<file path="src/rtl/ipm2t_hssthp_rst_rx_seq_v1_0.sv">
// ipm2t_hssthp_rst_rx_seq_v1_0: RX lane reset sequencer (PMA reset, CDR lock qualification, PCS reset, done)
// Ports:
//   clk, rst_n                 sequencer clock, asynchronous active-low reset
//   rx_rst_req, wtchdg_rst_n   user restart (high) and watchdog restart (low)
//   rx_los, cdr_lock           link status, already synchronous to clk
//   pma_rx_rst, pcs_rx_rst     PMA/PCS RX resets, active high
//   rx_rst_done, wtchdg_clr    lane up, one-cycle watchdog clear on every PMA_RST entry
//   rx_fsm_st, wd_retry_cnt    state encoding, saturating watchdog restart count
module ipm2t_hssthp_rst_rx_seq_v1_0 #(
  parameter int PMA_RST_CNTR_WIDTH   = 8,
  parameter int LOCK_STBL_CNTR_WIDTH = 10,
  parameter int PCS_RST_CNTR_WIDTH   = 6
) (
  input  logic       clk,
  input  logic       rst_n,
  input  logic       rx_rst_req,
  input  logic       wtchdg_rst_n,
  input  logic       rx_los,
  input  logic       cdr_lock,
  output logic       pma_rx_rst,
  output logic       pcs_rx_rst,
  output logic       rx_rst_done,
  output logic       wtchdg_clr,
  output logic [2:0] rx_fsm_st,
  output logic [7:0] wd_retry_cnt
);
  typedef enum logic [2:0] {
    IDLE      = 3'd0,
    PMA_RST   = 3'd1,
    WAIT_LOCK = 3'd2,
    PCS_RST   = 3'd3,
    DONE      = 3'd4
  } state_t;
  localparam logic [PMA_RST_CNTR_WIDTH:0] PMA_LAST = {1'b0, {PMA_RST_CNTR_WIDTH{1'b1}}};
  localparam logic [PCS_RST_CNTR_WIDTH:0] PCS_LAST = {1'b0, {PCS_RST_CNTR_WIDTH{1'b1}}};
  state_t                          state_q, state_d;
  logic [PMA_RST_CNTR_WIDTH:0]     pma_cnt_q, pma_cnt_d;
  logic [LOCK_STBL_CNTR_WIDTH-1:0] stbl_cnt_q, stbl_cnt_d;
  logic [PCS_RST_CNTR_WIDTH:0]     pcs_cnt_q, pcs_cnt_d;
  logic [7:0]                      wd_q, wd_d;
  logic                            restart, restart_q, lock_ok, stay;
  logic                            pma_d, pcs_d, done_d, clr_d;
  always_comb begin
    restart = (state_q != IDLE) && (rx_rst_req || !wtchdg_rst_n);
    lock_ok = cdr_lock && !rx_los;
    state_d = state_q;
    if (restart) state_d = PMA_RST;
    else
      case (state_q)
        IDLE:      state_d = PMA_RST;
        PMA_RST:   state_d = (pma_cnt_q == PMA_LAST) ? WAIT_LOCK : PMA_RST;
        WAIT_LOCK: state_d = (lock_ok && &stbl_cnt_q) ? PCS_RST : WAIT_LOCK;
        PCS_RST:   state_d = !lock_ok ? WAIT_LOCK : (pcs_cnt_q == PCS_LAST) ? DONE : PCS_RST;
        DONE:      state_d = lock_ok ? DONE : WAIT_LOCK;
        default:   state_d = PMA_RST;
      endcase
    // a restart reloads the local counter even when the state does not change
    stay       = (state_d == state_q) && !restart;
    pma_cnt_d  = (stay && state_q == PMA_RST) ? pma_cnt_q + 1'b1 : '0;
    stbl_cnt_d = (stay && state_q == WAIT_LOCK && lock_ok) ? stbl_cnt_q + 1'b1 : '0;
    pcs_cnt_d  = (stay && state_q == PCS_RST) ? pcs_cnt_q + 1'b1 : '0;
    // re-entry pulses only on the rising edge of the restart condition, so a held level pulses once
    clr_d      = (state_d == PMA_RST) && ((state_q != PMA_RST) || (restart && !restart_q));
    wd_d       = (clr_d && restart && !rx_rst_req && wd_q != 8'hff) ? wd_q + 1'b1 : wd_q;
    pma_d      = (state_d == IDLE) || (state_d == PMA_RST);
    pcs_d      = state_d != DONE;
    done_d     = state_d == DONE;
  end
  always_ff @(posedge clk or negedge rst_n)
    if (!rst_n) begin
      state_q     <= IDLE;
      pma_cnt_q   <= '0;
      stbl_cnt_q  <= '0;
      pcs_cnt_q   <= '0;
      wd_q        <= '0;
      restart_q   <= 1'b0;
      pma_rx_rst  <= 1'b1;
      pcs_rx_rst  <= 1'b1;
      rx_rst_done <= 1'b0;
      wtchdg_clr  <= 1'b0;
    end else begin
      state_q     <= state_d;
      pma_cnt_q   <= pma_cnt_d;
      stbl_cnt_q  <= stbl_cnt_d;
      pcs_cnt_q   <= pcs_cnt_d;
      wd_q        <= wd_d;
      restart_q   <= restart;
      pma_rx_rst  <= pma_d;
      pcs_rx_rst  <= pcs_d;
      rx_rst_done <= done_d;
      wtchdg_clr  <= clr_d;
    end
  assign rx_fsm_st    = state_q;
  assign wd_retry_cnt = wd_q;
endmodule

</file>
<file path="config.mk">
export PLATFORM = sky130hd
export DESIGN_NAME = ipm2t_hssthp_rst_rx_seq_v1_0
export DESIGN_NICKNAME = d
export VERILOG_FILES = /design/src/rtl/ipm2t_hssthp_rst_rx_seq_v1_0.sv
export SDC_FILE = /design/constraint.sdc
export NUM_CORES = 1
export LEC_CHECK = 0
export ABC_CLOCK_PERIOD_IN_PS = 3700
export CAP_MARGIN = 20
export CORE_MARGIN = 8
export CORE_UTILIZATION = 35
export CTS_CLUSTER_DIAMETER = 200
export DETAILED_ROUTE_END_ITERATION = 12
export PLACE_DENSITY = 0.55
export SYNTH_ARGS = -nofsm -noshare
export SYNTH_HDL_FRONTEND = slang
export SYNTH_SLANG_ARGS = --single-unit
</file>
<file path="constraint.sdc">
create_clock -name clk -period 3.7 [get_ports clk]
set_input_delay 0.555 -clock clk [delete_from_list [all_inputs] [get_ports clk]]
set_output_delay 0.555 -clock clk [all_outputs]
set_load 0.01 [all_outputs]
</file>
==> metrics.txt <==
# TYPE chip_impl_metric gauge
chip_impl_metric{name="antenna_found_initial",unit=""} 0
chip_impl_metric{name="floorplan.die_area",unit="µm²"} 8650
chip_impl_metric{name="finalCritPeriodShare",unit="%"} 63.2
chip_impl_metric{name="place_ws",unit="ns"} 1.11
chip_impl_metric{name="drcViolationCount",unit=""} 0
chip_impl_metric{name="critical_path_arrival",unit="ns"} 2.57
chip_impl_metric{name="die-width",unit="µm"} 93.0
chip_impl_metric{name="io_pins",unit=""} 21
chip_impl_info{name="leading_post_synthesis_cells_by_instance_count",value="40 x dfrtp_1, 16 x nor2_1, 16 x xor2_1"} 1
chip_impl_metric{name="cts_repair_resize_count",unit=""} 0
chip_impl_metric{name="final_critical_path_setup_slack",unit="ns"} 1.36
chip_impl_metric{name="rr_worst_depth",unit=""} 8
chip_impl_metric{name="cts.hold.buffers_added",unit=""} 0
chip_impl_info{name="setup.worst_path.class",value="in -> reg"} 1
chip_impl_info{name="endpoint_of_the_worst_slack_reg_to_reg_timing_path",value="stbl_cnt_q[6]$_DFF_PN0_"} 1
chip_impl_metric{name="post_dp_cell_area",unit="µm²"} 2330
chip_impl_metric{name="initial_utilization",unit="%"} 35.7
chip_impl_info{name="synth_top_area_cell",value="dfrtp_1"} 1
chip_impl_info{name="timing.critical_path.from_type",value="primary input"} 1
chip_impl_metric{name="placed_cells_incl_taps",unit=""} 283
chip_impl_metric{name="fill_cells",unit=""} 585
chip_impl_metric{name="postSynthAreaPerCell",unit="µm²"} 10.7
chip_impl_metric{name="power.static_leakage",unit="nW"} 1.02
chip_impl_info{name="result_of_the_run",value="completed"} 1
chip_impl_info{name="min_path_type",value="in -> async"} 1
chip_impl_metric{name="post-cts-setup-buffers",unit=""} 0
chip_impl_metric{name="yosys.cell_types.count",unit=""} 42
chip_impl_info{name="cp-startpoint",value="wtchdg_rst_n"} 1
chip_impl_info{name="worst_setup_path_endpoint",value="stbl_cnt_q[6]$_DFF_PN0_"} 1
chip_impl_metric{name="synth_async_sr_flop_share",unit="%"} 100
chip_impl_metric{name="cap_violations",unit=""} 0
chip_impl_metric{name="areaGrowthSynthToFinish",unit="%"} 17.5
chip_impl_info{name="yosys-top-cells-area",value="dfrtp_1 48%, xor2_1 6.8%, nor2_4 4.3%"} 1
chip_impl_metric{name="clock_tree.htree_level_count",unit=""} 2
chip_impl_metric{name="finalMaxSlewViolations",unit=""} 0
chip_impl_info{name="critical_path.reg2reg.startpoint",value="pma_cnt_q[0]$_DFF_PN0_"} 1
chip_impl_metric{name="clock_insertion_delay_worst_skew",unit="ns"} 0.30
chip_impl_metric{name="core_area",unit="µm²"} 5820
chip_impl_metric{name="finClkSkew",unit="ns"} 0.00922
chip_impl_metric{name="worst-slew-pin-transition",unit="ns"} 0.928
chip_impl_metric{name="synth_largest_type_area_fraction",unit="%"} 48.2
chip_impl_metric{name="grt_start_max_net_pins",unit=""} 43
chip_impl_metric{name="route.vias.total",unit=""} 1358
chip_impl_metric{name="hold_slack",unit="ns"} 0.393
chip_impl_metric{name="clock.fmax",unit="GHz"} 0.428
chip_impl_metric{name="maxSlewHeadroom",unit="%"} 38.1
chip_impl_metric{name="clkSlewWorstSetupHoldPaths",unit="ns"} 0.08
chip_impl_metric{name="gr-usage-all-layers",unit="%"} 9.57
chip_impl_metric{name="synth_enable_flop_cells",unit=""} 0
chip_impl_metric{name="synth.cell_area",unit="µm²"} 2080
chip_impl_metric{name="fin_setup_tns",unit="ns"} 0
chip_impl_metric{name="drt-wirelength-per-cell",unit="µm"} 12.8
chip_impl_metric{name="fin_crit",unit="ns"} 2.34
chip_impl_info{name="tritoncts_clock_tree",value="yes"} 1
chip_impl_metric{name="post-route-util",unit="%"} 41.9
chip_impl_metric{name="synthesis.yosys.warnings",unit=""} 0
chip_impl_metric{name="floorplan.rows",unit=""} 28
chip_impl_metric{name="layout.nets",unit=""} 226
chip_impl_metric{name="powerDensity",unit="nW/µm²"} 398
chip_impl_metric{name="synth_nets",unit=""} 205
chip_impl_metric{name="worst-path-max-fanout",unit=""} 10
chip_impl_metric{name="p_total",unit="µW"} 970
chip_impl_metric{name="fin_cells",unit=""} 291
chip_impl_metric{name="gp_congestion",unit=""} 0.700
chip_impl_metric{name="report.final.setup_viol",unit=""} 0
chip_impl_metric{name="drt_iter0_drc",unit=""} 75
chip_impl_metric{name="synth_seq_cells",unit=""} 42
chip_impl_metric{name="total_wire_length_after_detailed_routing",unit="mm"} 3.71
chip_impl_metric{name="reg2reg_setup_slack",unit="ns"} 1.44
chip_impl_metric{name="drt-pass1-iter-count",unit=""} 4
chip_impl_metric{name="timing.critical_path.required",unit="ns"} 3.93
chip_impl_metric{name="n_antenna_cell",unit=""} 0
chip_impl_info{name="yosys_most_used_dff",value="dfrtp_1"} 1
chip_impl_metric{name="grt-ovfl-total",unit=""} 0
chip_impl_info{name="post-synth-top-count-cell",value="dfrtp_1"} 1
chip_impl_info{name="grt_setup_unrepaired",value="false"} 1
chip_impl_metric{name="grt_pass1_wl",unit="mm"} 6.47
chip_impl_metric{name="final_layout_size_suffix_gt1_share",unit="%"} 12.5
chip_impl_metric{name="finished_layout_cell_area",unit="µm²"} 2440
chip_impl_metric{name="finalHoldViolCount",unit=""} 0
chip_impl_metric{name="multi_input_logic_area",unit="µm²"} 960
chip_impl_metric{name="numPortBuffers",unit=""} 20
chip_impl_metric{name="ff_latch_area",unit="µm²"} 1050
chip_impl_metric{name="postRouteAntennaNets",unit=""} 0
chip_impl_metric{name="clock_tree.buffer_depth",unit=""} 2
chip_impl_metric{name="die_height",unit="µm"} 93.0
chip_impl_metric{name="first_global_vias",unit=""} 1338
chip_impl_metric{name="synth_seq_area_share",unit="%"} 50.8
chip_impl_metric{name="synthesis.instances",unit=""} 194
chip_impl_info{name="clock_tree.root_cell",value="clkbuf_8"} 1
chip_impl_metric{name="routed_via_density",unit=""} 4.67
chip_impl_metric{name="cts-buffers-inserted",unit=""} 5
chip_impl_metric{name="irDropWorstVdd",unit="mV"} 0.205
chip_impl_metric{name="cts_sinks",unit=""} 42
chip_impl_metric{name="hpwl",unit="mm"} 2.56
chip_impl_info{name="worstSetupEndpointType",value="register"} 1
-- worst min-delay path by stage --
stage                                         end  slack [ns]
final                      pcs_cnt_q[2]$_DFF_PN0_        0.39
after CTS                  pcs_cnt_q[2]$_DFF_PN0_        0.43
after global placement     pcs_cnt_q[0]$_DFF_PN0_        0.45
after floorplan            pcs_cnt_q[0]$_DFF_PN0_        0.26
after global routing       pcs_cnt_q[2]$_DFF_PN0_        0.48
after detailed placement  stbl_cnt_q[0]$_DFF_PN0_        0.45
-- worst max-delay path: stages --
cell,delay (ns)
clkdlybuf4s50_1,0.50
nor2b_1,0.51
a2bb2oi_2,0.16
or4_4,0.70
nor2_4,0.14
-- registers in the layout (all words and copies together), names as in the netlist --
signal	cells
pcs_cnt_q	7
pma_rx_rst	1
restart_q	1
pcs_rx_rst	1
stbl_cnt_q	10
pma_cnt_q	9
wd_retry_cnt	8
rx_rst_done	1
rx_fsm_st	3
wtchdg_clr	1
-- cells in the final DEF, fill, tap and decap left out, types with 7 or more instances in the layout --
cell type | Yosys | routed
dfrtp_1 | 40 | 40
clkdlybuf4s50_1 | 0 | 19
nor2_1 | 16 | 16
xor2_1 | 16 | 16
nor3_1 | 14 | 14
nand3_1 | 14 | 14
nand2_1 | 12 | 12
inv_1 | 8 | 8
nor2_4 | 8 | 8
xnor2_1 | 7 | 7
-- cell families after synthesis --
kind of cell    synth area share, %
simple gates                   26.6
flops                          50.8
xor+xnor                       9.70
compound gates                 5.79
buf+inv                        3.01
fa+ha+maj                      3.01
mux                            1.08
-- per-layer routing --
layer,vias to the layer above,GRT usage (%),share of wire (%)
met5,-,0,0
met4,0,6.04,2.6
met3,7,2.80,4.8
met2,20,14.4,45
met1,627,11.8,48
li1,704,-,-
-- final cells by class --
class / instances / share of cell area, %
Clock buffer: 7 / 3.13
Timing Repair Buffer: 20 / 8.00
Inverter: 8 / 1.23
Sequential cell: 42 / 43.2
Clock inverter: 1 / 1.23
Tap cell: 75 / 3.85
Multi-Input combinational cell: 138 / 39.4
-- power by group --
group | internal, mW | total, mW | switching (mW)
sequential | 0.481 | 0.509 | 0.0285
combinational | 0.0593 | 0.105 | 0.0455
clock | 0.202 | 0.356 | 0.154
Power figures use the tool's default switching activity.
==> variant 1, RTL diff (config.mk and constraints unchanged) <==
`PCS_RST_CNTR_WIDTH`: 6 -> 4.
--- a/src/rtl/ipm2t_hssthp_rst_rx_seq_v1_0.sv
+++ b/src/rtl/ipm2t_hssthp_rst_rx_seq_v1_0.sv
@@ -10,5 +10,5 @@
   parameter int PMA_RST_CNTR_WIDTH   = 8,
   parameter int LOCK_STBL_CNTR_WIDTH = 10,
-  parameter int PCS_RST_CNTR_WIDTH   = 6
+  parameter int PCS_RST_CNTR_WIDTH   = 4
 ) (
   input  logic       clk,
Behaviour: same outputs for any inputs over 10 cycles, from zero or initial values and one cycle with rst_n low; that may be too few to reach the edited logic, so the function may still have changed.
==> variant 1 against the original RTL <==
Clock power fell by 14%. Design area fell by 7.9%. Sequential cell count fell by 2. Via count fell by 0.66%. Synthesized area fell by 8.7%. Global-route usage rose by 0.85 points. Sequential power fell by 4%. Worst setup slack improved by 0.19 ns. Routed wire length fell by 2.6%. Power fell by 5.8%. Highest routed layer unchanged.
==> variant 1: results <==
set metrics [dict create \
    crit_arrival_ns 2.30 \
    multiInputGateArea_um2 838 \
    synth-xor-area-share 0.0970 \
    synth_cell_types 35 \
    met3_usage 0.0382 \
    leakagePower_uw 0.000957 \
    avgRoutedWirePerCell_um 13.4 \
    synthMuxAreaShare 0.0119 \
    cp_top_family "compound AO/OA/AOI/OAI gates" \
    switching_power_uw 224 \
    route.met3.wl_um 184 \
    clk_latency_ns 0.28 \
    crit_path_max_fanout 6 \
    grt.met2_usage 0.164 \
    wl_met1_um 1620 \
    finClkSkew_ns 0.00360 \
    first_iter_violations 60 \
    grt_pass1_vias 1350 \
    outcome "completed" \
    gp_congestion 0.786 \
    powerComb_uw 118 \
    ys_seq_area_frac 0.529 \
    synth.area.top_cells "dfrtp_1 (50%), xor2_1 (6.9%), nor2_1 (5.3%), ha_1 (4.0%), nand3_1 (3.2%)" \
    groute.usage.overall 0.104 \
    vias 1349 \
    slew_headroom 0.420 \
    synth-compound-area-share 0.0693 \
    grt_pass1_wl_um 6410 \
    syn-num-nets 189 \
    layout-drive-gt1-share 0.0750 \
    met2_length_um 1790 \
    peakVddDrop_mv 0.159 \
    nFillCells 489 \
    dp_hpwl_um 2740 \
    nNetsFinal 212 \
]
variant 1: path summary, 6_finish.rpt:
path                                   start               to  slack (ns)  depth (start not counted)
worst max-delay path            pma_cnt_q[0]     pcs_cnt_q[1]        1.55                          8
worst min register to register  pcs_cnt_q[0]     pcs_cnt_q[0]        0.48                          1
min in group clk                pcs_cnt_q[0]     pcs_cnt_q[0]        0.48                          1
worst max register to register  pma_cnt_q[0]     pcs_cnt_q[1]        1.55                          8
worst min-delay path                   rst_n  wd_retry_cnt[7]        0.38                          1
max in group asynchronous              rst_n     pma_cnt_q[3]        2.77                          1
variant 1: area by class of cell:
type / instances / area share
sequential: 40 / 0.447
clock buffer: 7 / 0.0429
tap: 70 / 0.0390
timing repair buffer: 20 / 0.0869
inverter: 7 / 0.0117
multi-input combinational: 126 / 0.373
variant 1: metrics by stage:
stage               std cells  total power (µW)
floorplan                 177               546
global placement          263               616
detailed placement        263               622
CTS                       270               935
global route              270               966
finish                    270               914
==> variant 2, RTL diff (config.mk and constraints unchanged) <==
Made on the original files. Take the reset off `wd_q` and load it in a clocked block of its own.
--- a/src/rtl/ipm2t_hssthp_rst_rx_seq_v1_0.sv
+++ b/src/rtl/ipm2t_hssthp_rst_rx_seq_v1_0.sv
@@ -73,5 +73,4 @@
       stbl_cnt_q  <= '0;
       pcs_cnt_q   <= '0;
-      wd_q        <= '0;
       restart_q   <= 1'b0;
       pma_rx_rst  <= 1'b1;
@@ -84,5 +83,4 @@
       stbl_cnt_q  <= stbl_cnt_d;
       pcs_cnt_q   <= pcs_cnt_d;
-      wd_q        <= wd_d;
       restart_q   <= restart;
       pma_rx_rst  <= pma_d;
@@ -91,4 +89,8 @@
       wtchdg_clr  <= clr_d;
     end
+
+  always_ff @(posedge clk) begin
+    wd_q <= wd_d;
+  end
   assign rx_fsm_st    = state_q;
   assign wd_retry_cnt = wd_q;
Function: differs if rst_n is asserted again (counterexample within 4 cycles, from zero or initial values and one cycle with rst_n low); with rst_n held inactive, the same outputs for 10 cycles.
==> variant 2 against the original RTL <==
Routed wire length grew 0.13%. Synthesized cell count shrank 7.2%. Sequential cell count is the same. Clock skew rose by 0.0020 ns. Design area is 3.3% lower. Die area down 4.0%. Worst setup slack gained 0.14 ns. Synthesized area shrank 4.8%. Highest routed layer unchanged.
Power is not compared: it rests on default switching activity, and its combinational part moved more than twofold at a synthesized area within 25%.
==> variant 2: results <==
set metrics [dict create \
    finClkSkew_ns 0.0112 \
    post_cts_buffers 0 \
    rr_endpoint "pcs_cnt_q[2]" \
    synthMuxAreaShare 0 \
    pre_cts_slack_ns 1.23 \
    rr_worst_depth 5 \
    crit_arrival_ns 2.34 \
    synth_cell_types 35 \
    outcome "completed" \
    crit_path_start "rx_rst_req" \
    slew_headroom 0.404 \
    synth-edff-count 8 \
    r2r-start "pcs_cnt_q[0]" \
    synth.top_cells.by_count "dfrtp_1 (32), nor2_1 (28), xor2_1 (16)" \
    worst_hold_slack_ns 0.482 \
    synth-xor-area-share 0.111 \
    synth-compound-area-share 0.0424 \
    nFillCells 553 \
    ys_seq_area_frac 0.554 \
    synthAdderAreaFrac 0.0317 \
    gp_congestion 0.767 \
    crit_path_max_fanout 7 \
    via_per_inst 4.78 \
    avgRoutedWirePerCell_um 13.4 \
    cts_buffers 5 \
    hp-class "reg -> reg" \
    largest_register_ffs 10 \
    grt_pass1_wl_um 6730 \
    first_iter_violations 67 \
    grt_pass1_vias 1356 \
    placed_area_um2 2240 \
    cts_root_buffer "clkbuf_8" \
    layout-drive-gt1-share 0.0728 \
    syn-num-nets 191 \
    groute.usage.overall 0.0994 \
    nNetsFinal 216 \
    synthArstFlopShare 0.810 \
    synth.area.top_cells "dfrtp_1 (41%), edfxtp_1 (12%), xor2_1 (7.1%), nor2_1 (5.3%), xnor2_1 (4.0%)" \
    reg2reg_slack_ns 1.61 \
]
variant 2: cell count changes in the layout (fill, tap and decap cells not counted), moves of 3 or more:
cell / unedited run / this run
inv_1: 8 / 4
nor2_4: 8 / 0
edfxtp_1: 0 / 8
and4_1: 1 / 4
nor2_1: 16 / 28
dfrtp_1: 40 / 32
nor2b_1: 6 / 3
nor3_1: 14 / 9
variant 2: through the flow:
stage                     std cells  utilization  power [µW]
final                           278        0.431         887
after global routing            278        0.431         931
after CTS                       278        0.431         904
after detailed placement        270        0.409         523
after global placement          270        0.409         523
after floorplan                 180            -         501
variant 2: logic make-up after synthesis:
| family | count (synthesis) |
|---|---|
| AO/OA/AOI/OAI | 10 |
| XOR/XNOR | 25 |
| buffers and inverters | 7 |
| adder cells (fa/ha/maj) | 5 |
| flip-flops | 42 |
| AND/OR/NAND/NOR | 91 |
variant 2: critical path, stage by stage:
cell             delay [ns]
clkdlybuf4s50_1        0.50
nand2b_1               0.23
nand2_1                0.08
a222oi_1               0.82
nor3_1                 0.15
variant 2: layout make-up:
cell class / count / area, µm² / share of cell area
clock inverters: 1 / 30.0 / 0.0127
inverters: 4 / 15.0 / 0.00637
well taps: 72 / 90.1 / 0.0382
flip-flops and latches: 42 / 1090 / 0.464
repair buffers: 21 / 208 / 0.0881
multi-input cells: 131 / 835 / 0.354
clock buffers: 7 / 86.3 / 0.0366
variant 2: layer usage:
layer,part of all wire,track usage
met3,0.048,0.0329
met4,0.021,0.0491
met5,0,0
met1,0.50,0.134
met2,0.43,0.139
variant 2: worst max path at each step:
| stage | cells past startpoint | slack (ns) | to |
|---|---|---|---|
| 3_5_place_dp | 5 | 1.23 | pcs_cnt_q[5] |
| 3_3_place_gp | 5 | 1.22 | pcs_cnt_q[4] |
| 5_1_grt | 5 | 1.37 | pcs_cnt_q[2] |
| 4_1_cts | 5 | 1.54 | pcs_cnt_q[5] |
| 6_report | 5 | 1.50 | pcs_cnt_q[2] |
| 2_1_floorplan | 7 | 1.92 | pcs_cnt_q[1] |
variant 2: report_power, final:
| part | switching (µW) | leakage, µW | total (µW) | internal [µW] |
|---|---|---|---|---|
| registers | 3.51 | 0.000530 | 478 | 475 |
| logic | 20.2 | 0.000392 | 35.1 | 14.9 |
| clock network | 154 | 0.0000585 | 374 | 220 |
| total | 177 | 0.000981 | 887 | 710 |
